**config.mk**
```make
export PLATFORM = sky130hd
export DESIGN_NAME = pic_host_bus_driver
export DESIGN_NICKNAME = d
export VERILOG_FILES = /design/src/rtl/pic_host_bus_driver.sv
export SDC_FILE = /design/constraint.sdc
export NUM_CORES = 1
export LEC_CHECK = 0
export BUFFER_PORTS_ARGS = -buffer_cell sky130_fd_sc_hd__buf_2
export CORE_ASPECT_RATIO = 1.25
export CORE_MARGIN = 4
export CORE_UTILIZATION = 51
export DETAILED_ROUTE_END_ITERATION = 16
export PLACE_DENSITY = 0.78
export SYNTH_ARGS = -nofsm -noshare
export SYNTH_HDL_FRONTEND = slang
export SYNTH_SLANG_ARGS = --single-unit
```
**constraint.sdc**
```tcl
create_clock -name CLK -period 2.17 [get_ports CLK]
set_input_delay 0.5425 -clock CLK [delete_from_list [all_inputs] [get_ports CLK]]
set_output_delay 0.5425 -clock CLK [all_outputs]
set_load 0.03 [all_outputs]
```
**src/rtl/pic_host_bus_driver.sv**
```systemverilog
// Host-side initiator for an interrupt controller bus: it writes the ICW sequence
// after reset, then runs queued read/write cycles and the two-pulse INTA_ acknowledge.
module pic_host_bus_driver #(
    parameter logic [7:0] ICW1_VAL = 8'h13,
    parameter logic [7:0] ICW2_VAL = 8'h40,
    parameter logic [7:0] ICW3_VAL = 8'h00,
    parameter logic [7:0] ICW4_VAL = 8'h01,
    parameter int         PULSE_W  = 2,
    parameter int         GAP_W    = 2
) (
    input  logic       CLK,
    input  logic       RESET,
    input  logic       cmd_valid,
    output logic       cmd_ready,
    input  logic       cmd_rd,
    input  logic       cmd_a0,
    input  logic [7:0] cmd_data,
    output logic       rd_valid,
    output logic [7:0] rd_data,
    output logic       vec_valid,
    output logic [7:0] vec_data,
    output logic       init_done,
    output logic       WR_ENABLE,
    output logic       RD_ENABLE,
    output logic       A0,
    output logic [7:0] DATA_OUT,
    output logic       DATA_OE,
    input  logic [7:0] DATA_IN,
    input  logic       INT,
    output logic       INTA_
);

    localparam int MAX_W = (PULSE_W > GAP_W) ? PULSE_W : GAP_W;
    localparam int CW    = $clog2(MAX_W + 1);
    localparam logic [CW-1:0] PULSE_LD = CW'(PULSE_W - 1);
    localparam logic [CW-1:0] GAP_LD   = CW'(GAP_W - 1);
    localparam logic NEED_ICW3 = ~ICW1_VAL[1];
    localparam logic NEED_ICW4 = ICW1_VAL[0];

    typedef enum logic [3:0] {
        ST_START,
        ST_SETUP,
        ST_STROBE,
        ST_HOLD,
        ST_READY,
        ST_INTA1,
        ST_INTA_GAP,
        ST_INTA2,
        ST_INTA_END,
        ST_VEC
    } state_t;

    state_t        state_q, state_d;
    logic [CW-1:0] cnt_q, cnt_d;
    logic [1:0]    icw_idx_q, icw_idx_d;
    logic          init_done_q, init_done_d;
    logic          cur_rd_q, cur_rd_d;
    logic          cur_a0_q, cur_a0_d;
    logic [7:0]    cur_data_q, cur_data_d;
    logic [7:0]    rd_data_q, rd_data_d;
    logic          rd_valid_q, rd_valid_d;
    logic [7:0]    vec_data_q, vec_data_d;
    logic          vec_valid_q, vec_valid_d;
    logic          wr_en_q, wr_en_d;
    logic          rd_en_q, rd_en_d;
    logic          oe_q, oe_d;
    logic          inta_n_q, inta_n_d;

    logic          nxt_vld;
    logic [1:0]    nxt_idx;

    function automatic logic [7:0] icw_byte(input logic [1:0] idx);
        case (idx)
            2'd0:    return ICW1_VAL;
            2'd1:    return ICW2_VAL;
            2'd2:    return ICW3_VAL;
            default: return ICW4_VAL;
        endcase
    endfunction

    // Which ICW follows the current one, skipping ICW3/ICW4 when ICW1 says so.
    always_comb begin
        nxt_vld = 1'b1;
        nxt_idx = icw_idx_q;
        case (icw_idx_q)
            2'd0: nxt_idx = 2'd1;
            2'd1: begin
                if (NEED_ICW3)      nxt_idx = 2'd2;
                else if (NEED_ICW4) nxt_idx = 2'd3;
                else                nxt_vld = 1'b0;
            end
            2'd2: begin
                if (NEED_ICW4) nxt_idx = 2'd3;
                else           nxt_vld = 1'b0;
            end
            default: nxt_vld = 1'b0;
        endcase
    end

    assign cmd_ready = (state_q == ST_READY) && !INT;

    always_comb begin
        // NOTE: every variable gets a default first so no path can infer a latch.
        state_d     = state_q;
        cnt_d       = cnt_q;
        icw_idx_d   = icw_idx_q;
        init_done_d = init_done_q;
        cur_rd_d    = cur_rd_q;
        cur_a0_d    = cur_a0_q;
        cur_data_d  = cur_data_q;
        rd_data_d   = rd_data_q;
        rd_valid_d  = 1'b0;
        vec_data_d  = vec_data_q;
        vec_valid_d = 1'b0;

        case (state_q)
            ST_START: begin
                state_d    = ST_SETUP;
                icw_idx_d  = 2'd0;
                cur_rd_d   = 1'b0;
                cur_a0_d   = 1'b0;
                cur_data_d = ICW1_VAL;
            end
            ST_SETUP: begin
                state_d = ST_STROBE;
                cnt_d   = PULSE_LD;
            end
            ST_STROBE: begin
                if (cnt_q == '0) state_d = ST_HOLD;
                else             cnt_d   = cnt_q - 1'b1;
            end
            ST_HOLD: begin
                if (cur_rd_q) begin
                    rd_data_d  = DATA_IN;
                    rd_valid_d = 1'b1;
                end
                if (!init_done_q && nxt_vld) begin
                    state_d    = ST_SETUP;
                    icw_idx_d  = nxt_idx;
                    cur_rd_d   = 1'b0;
                    cur_a0_d   = 1'b1;
                    cur_data_d = icw_byte(nxt_idx);
                end else begin
                    state_d     = ST_READY;
                    init_done_d = 1'b1;
                end
            end
            ST_READY: begin
                // The interrupt wins; a simultaneous command simply stays pending.
                if (INT) begin
                    state_d = ST_INTA1;
                    cnt_d   = PULSE_LD;
                end else if (cmd_valid) begin
                    state_d    = ST_SETUP;
                    cur_rd_d   = cmd_rd;
                    cur_a0_d   = cmd_a0;
                    cur_data_d = cmd_data;
                end
            end
            ST_INTA1: begin
                if (cnt_q == '0) begin
                    state_d = ST_INTA_GAP;
                    cnt_d   = GAP_LD;
                end else begin
                    cnt_d = cnt_q - 1'b1;
                end
            end
            ST_INTA_GAP: begin
                if (cnt_q == '0) begin
                    state_d = ST_INTA2;
                    cnt_d   = PULSE_LD;
                end else begin
                    cnt_d = cnt_q - 1'b1;
                end
            end
            ST_INTA2: begin
                if (cnt_q == '0) state_d = ST_INTA_END;
                else             cnt_d   = cnt_q - 1'b1;
            end
            ST_INTA_END: begin
                vec_data_d  = DATA_IN;
                vec_valid_d = 1'b1;
                state_d     = ST_VEC;
            end
            ST_VEC:  state_d = ST_READY;
            default: state_d = ST_START;
        endcase

        // Pin levels are registered from the next state so the strobes are glitch-free.
        wr_en_d  = (state_d == ST_STROBE) && !cur_rd_d;
        rd_en_d  = (state_d == ST_STROBE) && cur_rd_d;
        oe_d     = ((state_d == ST_SETUP) || (state_d == ST_STROBE) || (state_d == ST_HOLD))
                   && !cur_rd_d;
        inta_n_d = !((state_d == ST_INTA1) || (state_d == ST_INTA2));
    end

    // NOTE: sequential state uses non-blocking assignments so all flops update together.
    always_ff @(posedge CLK or posedge RESET) begin
        if (RESET) begin
            state_q     <= ST_START;
            cnt_q       <= '0;
            icw_idx_q   <= 2'd0;
            init_done_q <= 1'b0;
            cur_rd_q    <= 1'b0;
            cur_a0_q    <= 1'b0;
            cur_data_q  <= 8'h00;
            rd_data_q   <= 8'h00;
            rd_valid_q  <= 1'b0;
            vec_data_q  <= 8'h00;
            vec_valid_q <= 1'b0;
            wr_en_q     <= 1'b0;
            rd_en_q     <= 1'b0;
            oe_q        <= 1'b0;
            inta_n_q    <= 1'b1;
        end else begin
            state_q     <= state_d;
            cnt_q       <= cnt_d;
            icw_idx_q   <= icw_idx_d;
            init_done_q <= init_done_d;
            cur_rd_q    <= cur_rd_d;
            cur_a0_q    <= cur_a0_d;
            cur_data_q  <= cur_data_d;
            rd_data_q   <= rd_data_d;
            rd_valid_q  <= rd_valid_d;
            vec_data_q  <= vec_data_d;
            vec_valid_q <= vec_valid_d;
            wr_en_q     <= wr_en_d;
            rd_en_q     <= rd_en_d;
            oe_q        <= oe_d;
            inta_n_q    <= inta_n_d;
        end
    end

    assign rd_valid  = rd_valid_q;
    assign rd_data   = rd_data_q;
    assign vec_valid = vec_valid_q;
    assign vec_data  = vec_data_q;
    assign init_done = init_done_q;
    assign WR_ENABLE = wr_en_q;
    assign RD_ENABLE = rd_en_q;
    assign A0        = cur_a0_q;
    assign DATA_OUT  = cur_data_q;
    assign DATA_OE   = oe_q;
    assign INTA_     = inta_n_q;

endmodule

```
==> Yosys cells after proc, flatten, opt, wreduce, memory -nomap -nowiden <==
Cells that the tools add are included.
W data, S select, Z words.
{ "classes": {"add_sub_neg": 1, "n_eq_ne": 23, "muxes": 32, "bitwise": 1, "reduce_logical": 28} }
{ "ops": {"columns": ["cell", "n"], "rows": [
  ["$pmux W4 S10", 1],
  ["$eq A4 B3 Y1 const B", 6],
  ["$mux W4", 6],
  ["$mux W8", 3],
  ["$pmux W8 S3", 1],
  ["$pmux W7 S3", 1],
  ["$eq A4 B2 Y1 const B", 4],
  ["$mux W1", 10],
  ["$ne A2 B2 Y1 const B", 5],
  ["$eq A4 B1 Y1 const B", 2],
  ["$eq A4 B4 Y1 const B", 2],
  ["$mux W2", 4],
  ["$pmux W2 S2", 2],
  ["$pmux W2 S4", 1],
  ["$logic_not A2 Y1", 3],
  ["$pmux W1 S3", 2],
  ["$reduce_and A2 Y1", 3],
  ["$reduce_or A2 Y1", 3],
  ["$logic_and A1 B1 Y1", 5],
  ["$eq A2 B1 Y1 const B", 2],
  ["$eq A2 B2 Y1 const B", 2],
  ["$logic_not A1 Y1", 4],
  ["$logic_not A4 Y1", 1],
  ["$reduce_and A4 Y1", 1],
  ["other kinds (9)", 11]
]} }
{ "word_totals": {"reg_bits": 41, "out_inout_bits": 33} }

==> Logic depth before layout (Yosys ltp) <==
{ "logic_depth": {"ltp_word": 10, "mapped_depth": 7, "mapped_depth_nobuf": 6} }

==> Worst setup path after synthesis <==
No wires, ideal clock.
{ "synth_timing": {"path_type": "register to output", "from": "register state_q[1]", "to": "output cmd_ready", "arrival_time_ns": 1.754, "setup_slack_ns": -0.127, "path_stages_with_launch": 5, "n_path_buf": 2, "path_cell_list": "dfrtp_1 -> buf_2 -> nor4b_1 -> clkbuf_1 -> nor2b_1"} }
{ "synth_between": {"elab_chain_len": 2} }
{ "synth_rtl": {"columns": ["item", "line_no", "text"], "rows": [
  ["start: declaration", "53", "state_t state_q, state_d;"],
  ["start signal: assignment", "216", "state_q <= state_d;"],
  ["$eq A4 B3 Y1", "100", "assign cmd_ready = (state_q == ST_READY) && !INT;"],
  ["$logic_and A1 B1 Y1", "100", null],
  ["end: declaration", "14", "output logic cmd_ready,"]
]} }
No other way between the ends.

==> Worst setup path after layout <==
{ "layout_timing": {"from": "register state_q[3]", "to": "output cmd_ready"} }
Same word-level chain as after synthesis.

==> metrics.txt <==
status finished clean; final hold vios 0; flop2flop setup slack 0.29 ns; Tmin final 2.02 ns; Pwr Total 4.15 mW; Critical Path Max Stage Delay 0.49 ns; power density cells 1720 mW/mm^2; Num Clock Sinks between 40 and 50; Layout area overhead 24.4%; Final setup viols 0; most frequent cells in the layout buf_2 (54), dfrtp_1 (38), mux2_2 (18); Post-DRT Antenna Nets 0; WS Path Type reg2out; CTS tree yes; Initial Util 0.545; Final period util 0.930; syn avg cell area 11.6 sq um; commonest non-fill, non-tap cell in the layout buf_2; initial antenna violation count 0; Port Buffers 54; footprint of the multi-input gates 821 sq um; Slowest-stage cell, CP dfrtp_2; Max Freq 496 MHz; Final Max Slew Viols 0; reg2reg start cnt_q[0]; IO Count 55; CP Capture Type output pin; clk_skew between 0.007 and 0.008 ns; pre-CTS setup slack 0.110 ns; Reg2Reg Depth 6; CTS Hold Bufs 0; Setup crit start kind register; Critical Path Fanout Max 10; Overflow after GRT 0; share of post-route cells with drive strength above 1 0.457; setup TNS 0 ns; vias after detailed routing 1488; Syn Std Cell Area 0.00195 sq mm; number of setup buffers added after CTS 0; worst hold-check path type in2async; Leak 1.18 nW; async set-reset flop share out of synthesis 1.00; routed vias/inst 5.53; Core Area ~0.0036 sq mm; Skew-Pair Late Insertion Delay 0.29 ns; syn nets 192; Layout Utilization 0.678; Max-slew headroom 0.667; register area share after synthesis 0.528; reg-to-reg endpoint RD_ENABLE; Total GRT Usage 0.182; EDFF count, synth 0; Die Height between 70 and 80 um; # diodes 0; largest net degree at the start of global routing 42; first-pass GRT wire length 7070 um; drt total wl around 4000 um; Clock Tree Root clkbuf_8; GP Congestion 0.844; Clock H-tree levels 2; drt pass-1 iters 4; #FFs+latches synth 41; worst hold margin 0.351 ns; initial DRC count between 100 and 150; vias in the first global route 1481; Synth Instances 168; CTS Buf Count 5; detailed placement HPWL 3010 um; Nets 253; Post-synth top flop dfrtp_1; synth unique cells 43; DRC violation count after routing 0; Reg area 0.00103 sq mm; Clock Tree Buf Depth 2; total of max-cap violations 0; WP data required 1.63 ns; WL/cell 14.9 um; RSZ-0062 raised after global routing false; CTS clk-pin slew, worst paths around 0.080 ns; Yosys warnings 0; die width approximately 63 um; CP cell instances nor4b_2 -> nor2b_2 -> buf_2; Die ar. 0.00488 sq mm; Slew @ Worst Pin 0.499 ns; site row count 24; crit path DAT approximately 1.5 ns; post-route setup slack ~0.15 ns; # fillers 295; maximum vdd drop 0.869 mV
[power breakdown]
group	internal (mW)	leakage, nW	switching, mW	total (mW)
sequential	1.10	0.493	0.228	1.33
combinational	0.858	0.625	1.33	2.18
clock	0.374	0.0574	0.264	0.638
total	2.34	1.18	1.82	4.15
[worst max-delay path, delay by kind of cell, from the launching register on]
kind | cells | cell delay [ns]
simple gates | 2 | 0.51
flops | 1 | 0.49
buf+inv | 1 | 0.19
[cells in the mapped netlist (all sizes together), types with 2 or more instances]
cell type | count | area, sq um
nor4b | 3 | 26.3
mux2 | 21 | 248
nor2 | 2 | 7.51
inv | 17 | 63.8
dfrtp | 40 | 1000
nand2 | 12 | 52.6
nand4b | 2 | 17.5
mux2i | 5 | 50.1
a211oi | 2 | 15.0
ha | 2 | 25.0
o21ai | 7 | 35.0
buf | 6 | 38.8
o22ai | 2 | 26.3
nand3 | 3 | 15.0
clkbuf | 3 | 11.3
nand2b | 4 | 25.0
nor2b | 2 | 12.5
a31oi | 2 | 12.5
or2 | 2 | 12.5
nor4bb | 2 | 20.0
o211ai | 3 | 27.5
a21oi | 11 | 55.1
[per-layer routing]
metal	global-route usage	wire length, um	vias up
li1	-	-	715
met1	0.238	1700	715
met2	0.299	1970	55
met3	0.0512	302	3
met4	0.0454	32	0
met5	0	0	-
[through the flow]
stage	cell area [sq um]	instances
after floorplan	1950	168
after global placement	2300	261
after detailed placement	2300	261
after CTS	2420	269
after global routing	2420	269
final	2420	269
[flip-flops by register name, summed over array words and instances (netlist names)]
signal and cells:
DATA_OUT 8, rd_data 8, vec_data 8, state_q 4
cnt_q 2, icw_idx_q 2, A0 1, DATA_OE 1
INTA_ 1, RD_ENABLE 1, WR_ENABLE 1, cur_rd_q 1
init_done 1, rd_valid 1, vec_valid 1
[worst max path at each step]
stage / startpoint / to / cells past startpoint / slack, ns
floorplan: state_q[1] / cmd_ready / 4 / 0.003
global placement: INT / DATA_OUT[1] / 5 / 0.15
detailed placement: INT / DATA_OUT[0] / 5 / 0.11
CTS: state_q[3] / cmd_ready / 3 / 0.07
global route: state_q[3] / cmd_ready / 3 / 0.05
finish: state_q[3] / cmd_ready / 3 / 0.15
[cell families (layout without fill, tap and decap cells)]
family                     Yosys count  after routing  share of synthesized area
buffers and inverters               26             88                     0.0585
AOI/OAI and AO/OA                   36             36                      0.127
adders and majority gates            2              2                     0.0129
muxes                               26             26                      0.153
xor gates and xnor gates             1              1                    0.00450
and+or+nand+nor                     36             36                      0.116
DFF                                 41             41                      0.528
[cell type report]
type	count	share of cell area
clock inverter	2	0.0155
inverter	17	0.0264
tap	39	0.0202
timing repair buffer	63	0.140
clock buffer	6	0.0341
multi-input combinational	101	0.339
sequential	41	0.425
[repair_timing]
action / 4_1_cts / 5_1_grt
endpoints found under the hold margin: 0 / 0
setup endpoints to repair: 0 / 1
gates resized for setup: 0 / 2
Power figures use the tool's default switching activity.
